--- config.mk ---
export PLATFORM = sky130hd
export DESIGN_NAME = pipe_stage_chain
export DESIGN_NICKNAME = d
export VERILOG_FILES = /design/src/rtl/pipe_stage_chain.sv
export SDC_FILE = /design/constraint.sdc
export NUM_CORES = 1
export LEC_CHECK = 0
export BUFFER_PORTS_ARGS = -buffer_cell sky130_fd_sc_hd__buf_2
export CAP_MARGIN = 20
export CORE_AREA = 2 2 139 141
export DETAILED_ROUTE_END_ITERATION = 8
export DIE_AREA = 0 0 141 143
export GPL_TIMING_DRIVEN = 0
export PLACE_DENSITY_LB_ADDON = 0.3
export SYNTH_ARGS = -nofsm -noshare
export SYNTH_HDL_FRONTEND = slang
export SYNTH_SLANG_ARGS = --single-unit
--- constraint.sdc ---
create_clock -name clk -period 1.2 [get_ports clk]
set_clock_uncertainty 0.1 [all_clocks]
set_input_delay 0.12 -clock clk [delete_from_list [all_inputs] [get_ports clk]]
set_output_delay 0.12 -clock clk [all_outputs]
set_load 0.02 [all_outputs]
--- src/rtl/pipe_stage_chain.sv ---
// pipe_stage_chain: DEPTH back-to-back pipeline registers carrying valid,
// control, data and PC, with freeze (stall), head bubble and full flush.
// Optional macro PIPE_STAGE_PERF_EN adds saturating stall/bubble counters.
module pipe_stage_chain #(
    parameter int          DEPTH       = 1,
    parameter int          CTRL_W      = 16,
    parameter int          DATA_W      = 128,
    parameter logic [CTRL_W-1:0] CTRL_BUBBLE = '0,
    parameter logic [31:0] PC_RST      = 32'h80000000
) (
    input  logic                       clk,
    input  logic                       reset,
    input  logic                       in_valid,
    input  logic [CTRL_W-1:0]          in_ctrl,
    input  logic [DATA_W-1:0]          in_data,
    input  logic [31:0]                in_pc,
    input  logic                       stall,
    input  logic                       bubble,
    input  logic                       flush,
    output logic                       out_valid,
    output logic [CTRL_W-1:0]          out_ctrl,
    output logic [DATA_W-1:0]          out_data,
    output logic [31:0]                out_pc,
`ifdef PIPE_STAGE_PERF_EN
    output logic [31:0]                perf_stall_cnt,
    output logic [31:0]                perf_bubble_cnt,
`endif
    output logic [$clog2(DEPTH+1)-1:0] occupancy
);

    localparam int OCC_W = $clog2(DEPTH + 1);

    logic              v_q [DEPTH];
    logic [CTRL_W-1:0] c_q [DEPTH];
    logic [DATA_W-1:0] d_q [DEPTH];
    logic [31:0]       p_q [DEPTH];
    logic [OCC_W-1:0]  occ_q;

    logic              v_n [DEPTH];
    logic [CTRL_W-1:0] c_n [DEPTH];
    logic [DATA_W-1:0] d_n [DEPTH];
    logic [31:0]       p_n [DEPTH];
    logic [OCC_W-1:0]  occ_n;

    // Next-state of every stage: flush kills but still shifts d/p, stall holds,
    // otherwise shift with stage 0 taking either the input or a NOP.
    always_comb begin
        // NOTE: hold is the default for every stage so no path leaves a
        // register unassigned and no latch is inferred.
        for (int k = 0; k < DEPTH; k++) begin
            v_n[k] = v_q[k];
            c_n[k] = c_q[k];
            d_n[k] = d_q[k];
            p_n[k] = p_q[k];
        end
        if (flush || !stall) begin
            for (int k = 1; k < DEPTH; k++) begin
                v_n[k] = v_q[k-1];
                c_n[k] = c_q[k-1];
                d_n[k] = d_q[k-1];
                p_n[k] = p_q[k-1];
            end
            v_n[0] = in_valid && !bubble;
            c_n[0] = (in_valid && !bubble) ? in_ctrl : CTRL_BUBBLE;
            d_n[0] = in_data;
            p_n[0] = in_pc;
            if (flush) begin
                for (int k = 0; k < DEPTH; k++) begin
                    v_n[k] = 1'b0;
                    c_n[k] = CTRL_BUBBLE;
                end
            end
        end
        occ_n = '0;
        for (int k = 0; k < DEPTH; k++) begin
            occ_n = occ_n + OCC_W'(v_n[k]);
        end
    end

    // Stage registers and occupancy; reset returns every stage to a NOP.
    always_ff @(posedge clk) begin
        // NOTE: every stage is reset (not just valid) because c must never
        // carry live write enables out of reset and PC must read PC_RST.
        if (reset) begin
            for (int k = 0; k < DEPTH; k++) begin
                v_q[k] <= 1'b0;
                c_q[k] <= CTRL_BUBBLE;
                d_q[k] <= '0;
                p_q[k] <= PC_RST;
            end
            occ_q <= '0;
        end else begin
            // NOTE: non-blocking assignments keep the shift order-independent.
            for (int k = 0; k < DEPTH; k++) begin
                v_q[k] <= v_n[k];
                c_q[k] <= c_n[k];
                d_q[k] <= d_n[k];
                p_q[k] <= p_n[k];
            end
            occ_q <= occ_n;
        end
    end

    assign out_valid = v_q[DEPTH-1];
    assign out_ctrl  = c_q[DEPTH-1];
    assign out_data  = d_q[DEPTH-1];
    assign out_pc    = p_q[DEPTH-1];
    assign occupancy = occ_q;

`ifdef PIPE_STAGE_PERF_EN
    logic [31:0] perf_stall_cnt_q;
    logic [31:0] perf_bubble_cnt_q;
    logic        stall_evt;
    logic        nop_evt;

    assign stall_evt = stall && !flush;
    assign nop_evt   = flush || (!stall && (bubble || !in_valid));

    // Saturating event counters for stall cycles and NOPs entering stage 0.
    always_ff @(posedge clk) begin
        if (reset) begin
            perf_stall_cnt_q  <= '0;
            perf_bubble_cnt_q <= '0;
        end else begin
            if (stall_evt && perf_stall_cnt_q != 32'hFFFFFFFF)
                perf_stall_cnt_q <= perf_stall_cnt_q + 32'd1;
            if (nop_evt && perf_bubble_cnt_q != 32'hFFFFFFFF)
                perf_bubble_cnt_q <= perf_bubble_cnt_q + 32'd1;
        end
    end

    assign perf_stall_cnt  = perf_stall_cnt_q;
    assign perf_bubble_cnt = perf_bubble_cnt_q;
`endif

endmodule

# Word-level counts from Yosys, hierarchy flattened
# Memory sizes are Yosys's and may differ from the RTL's.
# Index checks and enable logic that the tools add are counted.
dict set report word_totals {
  reg_bits 1
  latch_bits 0
  mem_bits_rw 177
  romBits 0
  input_bits 182
  out_inout_bits 178
  wordCells 31
  n_memories 4
}
# name depth width read_ports rd_clocked_by_memory_dff write_ports line
set mem_list {}
lappend mem_list {d_q 1 128 1 0 1 35} ;# logic [DATA_W-1:0] d_q [DEPTH];
lappend mem_list {p_q 1 32 1 0 1 36} ;# logic [31:0] p_q [DEPTH];
lappend mem_list {c_q 1 16 1 0 1 34} ;# logic [CTRL_W-1:0] c_q [DEPTH];
lappend mem_list {v_q 1 1 1 0 1 33} ;# logic v_q [DEPTH];
dict set report op_classes {
  addsub 0
  mul 0
  div_mod_pow 0
  magnitude_cmp 0
  eq_ne 0
  n_shift 0
  mux 18
  n_bitwise 0
  reduce_logical 8
}
# cell count
set ops {}
lappend ops {{$mux W128} 2}
lappend ops {{$reduce_or A128 Y1} 1}
lappend ops {{$mux W16} 4}
lappend ops {{$mux W32} 2}
lappend ops {{$reduce_or A32 Y1} 1}
lappend ops {{$reduce_or A16 Y1} 1}
lappend ops {{$mux W1} 10}
lappend ops {{$logic_not A1 Y1} 2}
lappend ops {{$logic_and A1 B1 Y1} 1}
lappend ops {{$logic_or A1 B1 Y1} 1}
lappend ops {{$reduce_or A1 Y1} 1}

# Depth between registers and ports, before layout
# Gate-level depths: netlist of the first run.
dict set report logic_depth {
  depth_word 6
  ltp_mapped 6
  ltp_nobuf 3
}

# Worst setup path before layout of the first run
# No wires, ideal clock.
dict set report synth_path {
  path_type {input to register}
  startpoint {in stall}
  endpoint {mem c_q[0][10]}
  arrival_ps 1008
  required_ps 1041
  setup_slack_ps 33
  cell_stages 4
  path_buffers 1
  path_cell_list {or3b_4 -> nor3_4 -> buf_6 -> a22o_1}
}
dict set report synth_via {
  elab_chain_cells 4
}
# element line
set synth_lines {}
lappend synth_lines {{from (decl)} 17} ;# input logic stall,
lappend synth_lines {{$logic_not A1 Y1} 56} ;# if (flush || !stall) begin
lappend synth_lines {{$logic_or A1 B1 Y1} 56}
lappend synth_lines {{$mux W16} -}
lappend synth_lines {{$mux W16 (no line)} -}
lappend synth_lines {{to (decl)} 34}
# No other way between the ends.

# Worst setup path after layout of the first run
dict set report layout_path {
  startpoint {mem p_q[0][2]}
  endpoint {out out_pc[2]}
}
dict set report layout_via {
  elab_chain_cells 1
}
# element line
set layout_lines {}
lappend layout_lines {{from (decl)} 36}
lappend layout_lines {{$mem_v2 Z1 W32} -}
lappend layout_lines {{to (decl)} 23} ;# output logic [31:0] out_pc,
# No other way between the ends.

==> results of run 1 <==
[registers in the layout (all words and copies together) (netlist names)]
name and cells:
d_q 128, p_q 32, c_q 16, occupancy 1
[what timing repair did]
action	4_1_cts	5_1_grt
pin swaps	0	0
endpoints found under the setup margin	94	106
buffers inserted	0	0
gates resized for setup	11	36
endpoints found under the hold margin	177	1
[area by class of cell]
| type | instances | area (um^2) | area share, % |
|---|---|---|---|
| Antenna cell | 1 | 2.50 | 0.0237 |
| Buffer | 56 | 298 | 2.82 |
| Clock buffer | 21 | 460 | 4.36 |
| Clock inverter | 11 | 118 | 1.11 |
| Multi-Input combinational cell | 503 | 2200 | 20.9 |
| Sequential cell | 177 | 3550 | 33.6 |
| Tap cell | 234 | 293 | 2.77 |
| Timing Repair Buffer | 535 | 3640 | 34.4 |
[kinds of logic (layout without fill, tap and decap cells)]
| family | count (synthesis) | in the layout |
|---|---|---|
| simple gates | 327 | 327 |
| flops | 177 | 177 |
| compound gates | 176 | 176 |
| buf+inv | 57 | 623 |
| other cells | 0 | 1 |
[path summary, 6_finish.rpt]
| path | startpoint | to | slack (ps) | depth (start not counted) |
|---|---|---|---|---|
| setup / recovery | p_q[0][2]$_SDFFE_PP0P_ | out_pc[2] | 30 | 1 |
| hold / removal | stall | occupancy$_SDFFE_PP0P_ | -110 | 3 |
| setup reg to reg | occupancy$_SDFFE_PP0P_ | occupancy$_SDFFE_PP0P_ | 390 | 2 |
| hold reg to reg | d_q[0][116]$_SDFFE_PP0P_ | d_q[0][116]$_SDFFE_PP0P_ | 350 | 2 |
[per-stage QoR]
step                hold slack [ps]  area (um^2)  std cells
floorplan                      98.5         6040        737
global placement                231         8120       1329
detailed placement              238         8120       1329
CTS                            -137        10500       1537
global route                   -125        10600       1538
finish                         -112        10600       1538
[Yosys cell counts]
cell	n
buf_6	1
a22o_1	16
nor2b_1	1
buf_2	21
or3b_4	1
a211oi_1	1
nor3_4	1
a21oi_1	159
dfxtp_1	177
nand2b_1	1
nand2_1	321
nor2_2	1
buf_4	12
clkbuf_1	23
nand3b_1	1
[power groups by stage]
stage               sequential, mW  combinational, mW  clock, mW
floorplan                     6.92              0.591          0
global placement              6.49               1.87          0
detailed placement            6.50               1.87          0
CTS                           6.37               2.33       5.63
global route                  6.41               2.58       5.90
finish                        6.38               2.39       5.47
[metal layers]
layer	part of all wire, %	up-vias
li1	-	3489
met1	39	3179
met2	50	310
met3	8.4	40
met4	2.4	0
met5	0	-
==> results.yml, run 1 <==
status:
  status: "complete, but fails checks"
  violations: "negative hold slack"
sta:
  finalWorstSetupSlack_ps: 30.5
  post-route-min-period_ps: 1170
  max_freq_ghz: 0.855
  hold_viol_final: 1
  rsz0062_at_grt: "no"
  tightest_slew_ps: 580
  min_period_over_period_pct: 97.5
  tns_ps: 0
  max_slew_margin_pct: 61.4
  report.final.slew_viol_count: 0
  setup-violations-final: 0
  fin_hold_ws_ps: -112
setup_path:
  path_class: "register to primary output"
  worstPathCellList: "buf_2"
  cp.required_ps: 980
  arrival_ps: 950
  start_kind: "register"
  critPathSlowestCell: "dfxtp_1"
  critical_path.top_delay_family: "flip-flops"
  endpoint_kind: "primary output"
  cp_max_fo: 2
  cpPeakStageDelay_ps: 360
  critPathBufInv: 1
route:
  postRouteAntennaNets: 0
  dr.pass1.iters: 4
  vias: 7018
  totalWireLength_mm: 23.3
  drt_iter0_drc: 253
  vias_per_cell: 4.56
  routedWlPerCell_um: 15.2
  drc: 0
floorplanning:
  die_h_um: 143
  start_util_pct: 32.5
  coreArea_um2: 18600
  dieArea_um2: 20200
  rows: 50
  ioPinCount: 360
  die_w_um: 141
global_route:
  grt_util_met3_pct: 7.31
  grt_pass1_vias: 6876
  grt_overflow: 0
  grt.met2_usage_pct: 40.2
  grt_max_degree: 17
  use_met1_pct: 24.3
  grt_pass1_wl_mm: 35.4
  grt_usage_pct: 22.1
  global_route.peak_usage_layer: "met2"
  antenna_found_initial: 1
synth:
  ys_types: 15
  ys_warn_count: 0
  syn_area_um2: 6040
  ys_seq_elements: 177
  synth_area_leaders: "dfxtp_1 59%, nand2_1 20%, a21oi_1 13%"
  yosysSeqAreaShare_pct: 58.7
  synth.avg_cell_area_um2: 8.19
  synth_compound_area_share_pct: 15.6
  synth_top_area_share_pct: 58.7
  yosysTopAreaCell: "dfxtp_1"
  synth_fa_ha_area_share_pct: 0
  synth_top_family_by_area: "simple AND/OR/NAND/NOR gates"
  postSynthCellCount: 737
  synth-xor-area-share_pct: 0
  syn-num-nets: 919
  synthMuxAreaShare_pct: 0
  synthSimpleGateAreaFrac_pct: 20.8
cells_and_area:
  final_common_cell: "buf_2"
  syn2layout_area_growth_pct: 74.9
  final_cell_mix: "348 x buf_2, 321 x nand2_1, 177 x dlygate4sd3_1, 172 x dfxtp_1, 159 x a21oi_1"
  nFillCells: 1663
  nets: 1472
  final_util_pct: 56.8
  drive_above_1_share_pct: 33.2
power_and_ir_drop:
  p_total_mw: 14.2
  p_seq_share_pct: 44.8
  cellLeakagePower_nw: 5.17
  peakVddDrop_uv: 882
  power_frac_comb_pct: 16.8
  p_per_area_nw_per_um2: 1350
  p_switching_mw: 3.90
  p_sw_share_pct: 27.4
  internal-power_mw: 10.3
  pwr-share-clk_pct: 38.4
clocking:
  cts_max_path_buffers: 2
  cts_tree: "yes"
  cts.htree.levels: 4
  clockRootBuffer: "clkbuf_16"
  clk_latency_ps: 410
  cts_made_buffers: 17
  cts_hold_buf: 177
  cts_sinks: 177
  path_clk_slew_ps: 70
placed_design:
  gp_congestion: 0.778
  port_buffers: 358
  pre_cts_ws_ps: -716
  place_hpwl_mm: 15.1
job:
  drv_cap: 0
hold_path:
  hold_class: "input pin to register"
(Power assumes the default switching activity.)
==> run 2, diff against run 1 <==
Settings changed: BUFFER_PORTS_ARGS -buffer_cell sky130_fd_sc_hd__buf_2 to -buffer_cell sky130_fd_sc_hd__buf_4.
==> run 2 against run 1 <==
Effect of this change: the flow still finishes with violations (negative hold slack); largest power group unchanged; final cell count shrank 0.13%; core utilization rose by 4.3 points; fmax is 0.66% higher; design area up 7.6%; clock power decreased by 1%; die area did not move; critical path type unchanged.
==> results.yml, run 2 (same netlist as run 1, synthesis figures left out) <==
cells_and_area:
  final_cell_area_um2: 11400
  largest-register: "d_q"
  reg_top3: "d_q: 128 flops, p_q: 32 flops, c_q: 16 flops"
  final_common_cell: "buf_4"
  antennaDiodeCount: 0
  final_cell_mix: "368 x buf_4, 321 x nand2_1, 176 x dlygate4sd3_1, 171 x dfxtp_1, 159 x a21oi_1"
  final_util_pct: 61.2
  largest_reg_flops: 128
  drive_above_1_share_pct: 33.3
  nets: 1471
  syn2layout_area_growth_pct: 88.2
global_route:
  antenna_found_initial: 0
  grt_pass1_wl_mm: 36.2
  grt_pass1_vias: 7092
  grt_max_degree: 17
  grt_usage_pct: 22.7
  grt_overflow: 0
sta:
  report.final.slew_viol_count: 0
  fin_hold_ws_ps: -197
  max_slew_margin_pct: 62.0
  min_period_over_period_pct: 96.8
  setup-violations-final: 0
  post-route-min-period_ps: 1160
  rsz0062_at_grt: "no"
  tightest_slew_ps: 569
  hold_viol_final: 4
  max_freq_ghz: 0.861
route:
  drt_iter0_drc: 216
  drc: 0
  dr.pass1.iters: 5
  totalWireLength_mm: 23.8
  routedWlPerCell_um: 15.5
  vias: 7072
  postRouteAntennaNets: 0
  vias_per_cell: 4.60
clocking:
  clockRootBuffer: "clkbuf_16"
  cts_made_buffers: 17
  path_clk_slew_ps: 60
  post-cts-setup-buffers: 0
  cts_tree: "yes"
  cts_hold_buf: 176
  cts.htree.levels: 4
  clk_latency_ps: 420
  cts_sinks: 177
  cts_max_path_buffers: 2
floorplanning:
  rows: 50
  ioPinCount: 360
  coreArea_um2: 18600
  die_w_um: 141
  dieArea_um2: 20200
  die_h_um: 143
  start_util_pct: 32.5
power_and_ir_drop:
  p_per_area_nw_per_um2: 1280
  cellLeakagePower_nw: 5.34
  peakVddDrop_uv: 947
setup_path:
  cp_max_fo: 2
  critPathBufInv: 1
  cpPeakStageDelay_ps: 370
  start_kind: "register"
  endpoint_kind: "primary output"
  cp.required_ps: 980
  worstPathCellList: "buf_4"
  r2r_slack_ps: 390
  critical_path.top_delay_family: "flip-flops"
  arrival_ps: 940
  path_class: "register to primary output"
  critPathSlowestCell: "dfxtp_1"
hold_path:
  hold_class: "input pin to register"
placed_design:
  dpl-instance-area_um2: 9020
  place_hpwl_mm: 15.7
  gp_congestion: 0.777
  port_buffers: 358
status:
  status: "complete, but fails checks"
  violations: "negative hold slack"
job:
  drv_cap: 0
run 2: stage by stage:
stage,cells,hold slack (ps),setup slack [ps],total power [mW],setup TNS [ps]
floorplan,737,98.5,32.7,7.52,0
global placement,1329,232,-683,8.72,-68240
detailed placement,1329,236,-677,8.75,-66440
CTS,1536,-223,2.67,14.6,0
global route,1536,-211,3.63,15.1,0
finish,1536,-197,38.2,14.5,0
run 2: worst paths after layout:
| check | startpoint | end | cells past startpoint |
|---|---|---|---|
| worst max register to register | d_q[0][16]$_SDFFE_PP0P_ | d_q[0][16]$_SDFFE_PP0P_ | 2 |
| worst min register to register | d_q[0][93]$_SDFFE_PP0P_ | d_q[0][93]$_SDFFE_PP0P_ | 2 |
| worst min-delay path | flush | occupancy$_SDFFE_PP0P_ | 2 |
| worst max-delay path | d_q[0][118]$_SDFFE_PP0P_ | out_data[118] | 1 |
run 2: repair_timing:
action / 4_1_cts / 5_1_grt
hold endpoints to repair: 177 / 7
setup endpoints to repair: 93 / 23
pin swaps: 0 / 0
resized for setup: 7 / 5
run 2: final cells by class:
type | count | area [um^2]
fill | 1520 | 7220
timing repair buffer | 534 | 4450
sequential | 177 | 3550
multi-input combinational | 503 | 2200
clock buffer | 19 | 443
buffer | 56 | 294
tap | 234 | 293
clock inverter | 13 | 126
run 2: layer usage:
metal	GRT usage [%]	part of all wire, %
met5	0	0
met4	9.68	3.1
met3	6.67	8.2
met2	41.1	50
met1	24.9	38
run 2: where the power goes:
part	total, mW	switching (mW)	internal (mW)
logic	2.73	1.32	1.41
clock network	5.41	2.46	2.95
registers	6.40	0.183	6.22
total	14.5	3.96	10.6
run 2: worst register-to-register path, stage by stage, from the launching register on:
cell and delay (ps):
dfxtp_2 360, nand2_1 70, a21oi_1 200
==> run 3, diff against run 2 <==
Settings changed: PLACE_DENSITY set to 0.65, PLACE_DENSITY_LB_ADDON 0.3 to not set.
==> run 3 against run 2 <==
Effect of this change: the run still ends with negative hold slack left; final cell count did not move; non-clock buffer count did not move; design area barely moved; fmax barely moved; register-to-register slack barely moved; first-iteration DRC count rose by 5.1%; global-route usage fell by 0.29 points; sequential power barely moved; via count fell by 0.51%; critical endpoint is now out_data[77]; largest power group unchanged.
==> results.yml, run 3 (same netlist as run 1, synthesis figures left out) <==
setup_path:
  endpoint_kind: "primary output"
  arrival_ps: 940
  path_class: "register to primary output"
  cp_max_fo: 2
  start_kind: "register"
  worstPathCellList: "buf_4"
  reg2reg_from: "occupancy$_SDFFE_PP0P_"
  r2r_slack_ps: 390
  crit_start: "d_q[0][77]$_SDFFE_PP0P_"
  cp.required_ps: 980
  critical_path.top_delay_family: "flip-flops"
  cpPeakStageDelay_ps: 360
  critPathBufInv: 1
  critPathSlowestCell: "dfxtp_1"
placed_design:
  port_buffers: 358
  pre_cts_ws_ps: -736
  place_hpwl_mm: 15.9
  gp_congestion: 0.799
floorplanning:
  coreArea_um2: 18600
  die_w_um: 141
  die_h_um: 143
  dieArea_um2: 20200
  ioPinCount: 360
  start_util_pct: 32.5
  rows: 50
cells_and_area:
  final_cell_mix: "367 x buf_4, 321 x nand2_1, 176 x dlygate4sd3_1, 168 x dfxtp_1, 159 x a21oi_1"
  largest-register: "d_q"
  largest_reg_flops: 128
  reg_top3: "d_q: 128 flops, p_q: 32 flops, c_q: 16 flops"
  final_common_cell: "buf_4"
  syn2layout_area_growth_pct: 88.1
  nets: 1471
  antennaDiodeCount: 0
  final_util_pct: 61.1
  drive_above_1_share_pct: 33.6
sta:
  setup-violations-final: 0
  min_period_over_period_pct: 96.8
  tightest_slew_ps: 545
  max_slew_margin_pct: 63.7
  report.final.slew_viol_count: 0
  hold_viol_final: 3
  post-route-min-period_ps: 1160
  fin_hold_ws_ps: -210
  finalWorstSetupSlack_ps: 38.4
  rsz0062_at_grt: "no"
  max_freq_ghz: 0.861
hold_path:
  hold_class: "input pin to register"
  min_from: "flush"
route:
  drt_iter0_drc: 227
  totalWireLength_mm: 23.4
  dr.pass1.iters: 5
  drc: 0
  vias: 7036
  vias_per_cell: 4.58
  postRouteAntennaNets: 0
  routedWlPerCell_um: 15.3
clocking:
  cts_sinks: 177
  path_clk_slew_ps: 80
  clockRootBuffer: "clkbuf_16"
  cts_max_path_buffers: 2
  cts_hold_buf: 176
  cts.htree.levels: 4
  cts_tree: "yes"
  cts_made_buffers: 17
  clk_latency_ps: 420
global_route:
  grt_overflow: 0
  grt_usage_pct: 22.4
  grt_pass1_vias: 6793
  antenna_found_initial: 0
  grt_max_degree: 18
  grt_pass1_wl_mm: 35.7
power_and_ir_drop:
  p_per_area_nw_per_um2: 1270
  peakVddDrop_uv: 898
  p_total_mw: 14.5
  cellLeakagePower_nw: 5.35
status:
  violations: "negative hold slack"
  status: "complete, but fails checks"
job:
  drv_cap: 0
## run 3: cell types whose count changed in the layout (fill, tap and decap cells not counted), sizes merged
cell	change
clkbuf	-1
inv	+4
clkinvlp	-2
bufinv	-1
## run 3: what timing repair did
item                                   in CTS  in global routing
endpoints found under the hold margin     177                  3
setup endpoints to repair                  93                 37
gates resized for setup                     5                 13
setup buffers                               0                  0
pin swaps                                   0                  0
## run 3: worst paths after layout
check	to	cells past startpoint
setup / recovery	out_data[77]	1
hold / removal	occupancy$_SDFFE_PP0P_	2
setup reg to reg	occupancy$_SDFFE_PP0P_	2
hold reg to reg	d_q[0][76]$_SDFFE_PP0P_	2
## run 3: report_power, final
part | leakage [nW] | switching, mW | internal (mW)
logic | 3.61 | 1.31 | 1.41
registers | 1.47 | 0.184 | 6.22
clock network | 0.270 | 2.57 | 2.78
## run 3: cell type report
type,count,area (um^2)
clock inverters,14,119
repair buffers,534,4460
flip-flops and latches,177,3560
well taps,234,293
fillers,1544,7220
multi-input cells,503,2200
plain buffers,56,294
clock buffers,18,439
## run 3: routing by layer
metal / vias up / routed length (um) / global-route usage [%]
li1: 3489 / - / -
met1: 3236 / 9320 / 25.4
met2: 288 / 11800 / 40.4
met3: 23 / 1940 / 7.14
met4: 0 / 405 / 6.84
met5: - / 0 / 0
## run 3: metrics by stage
stage,TNS [ps],instances,cell area [um^2]
floorplan,0,737,6040
CTS,0,1536,11300
global placement,-63740,1329,9020
finish,0,1536,11400
global route,0,1536,11400
detailed placement,-64920,1329,9020
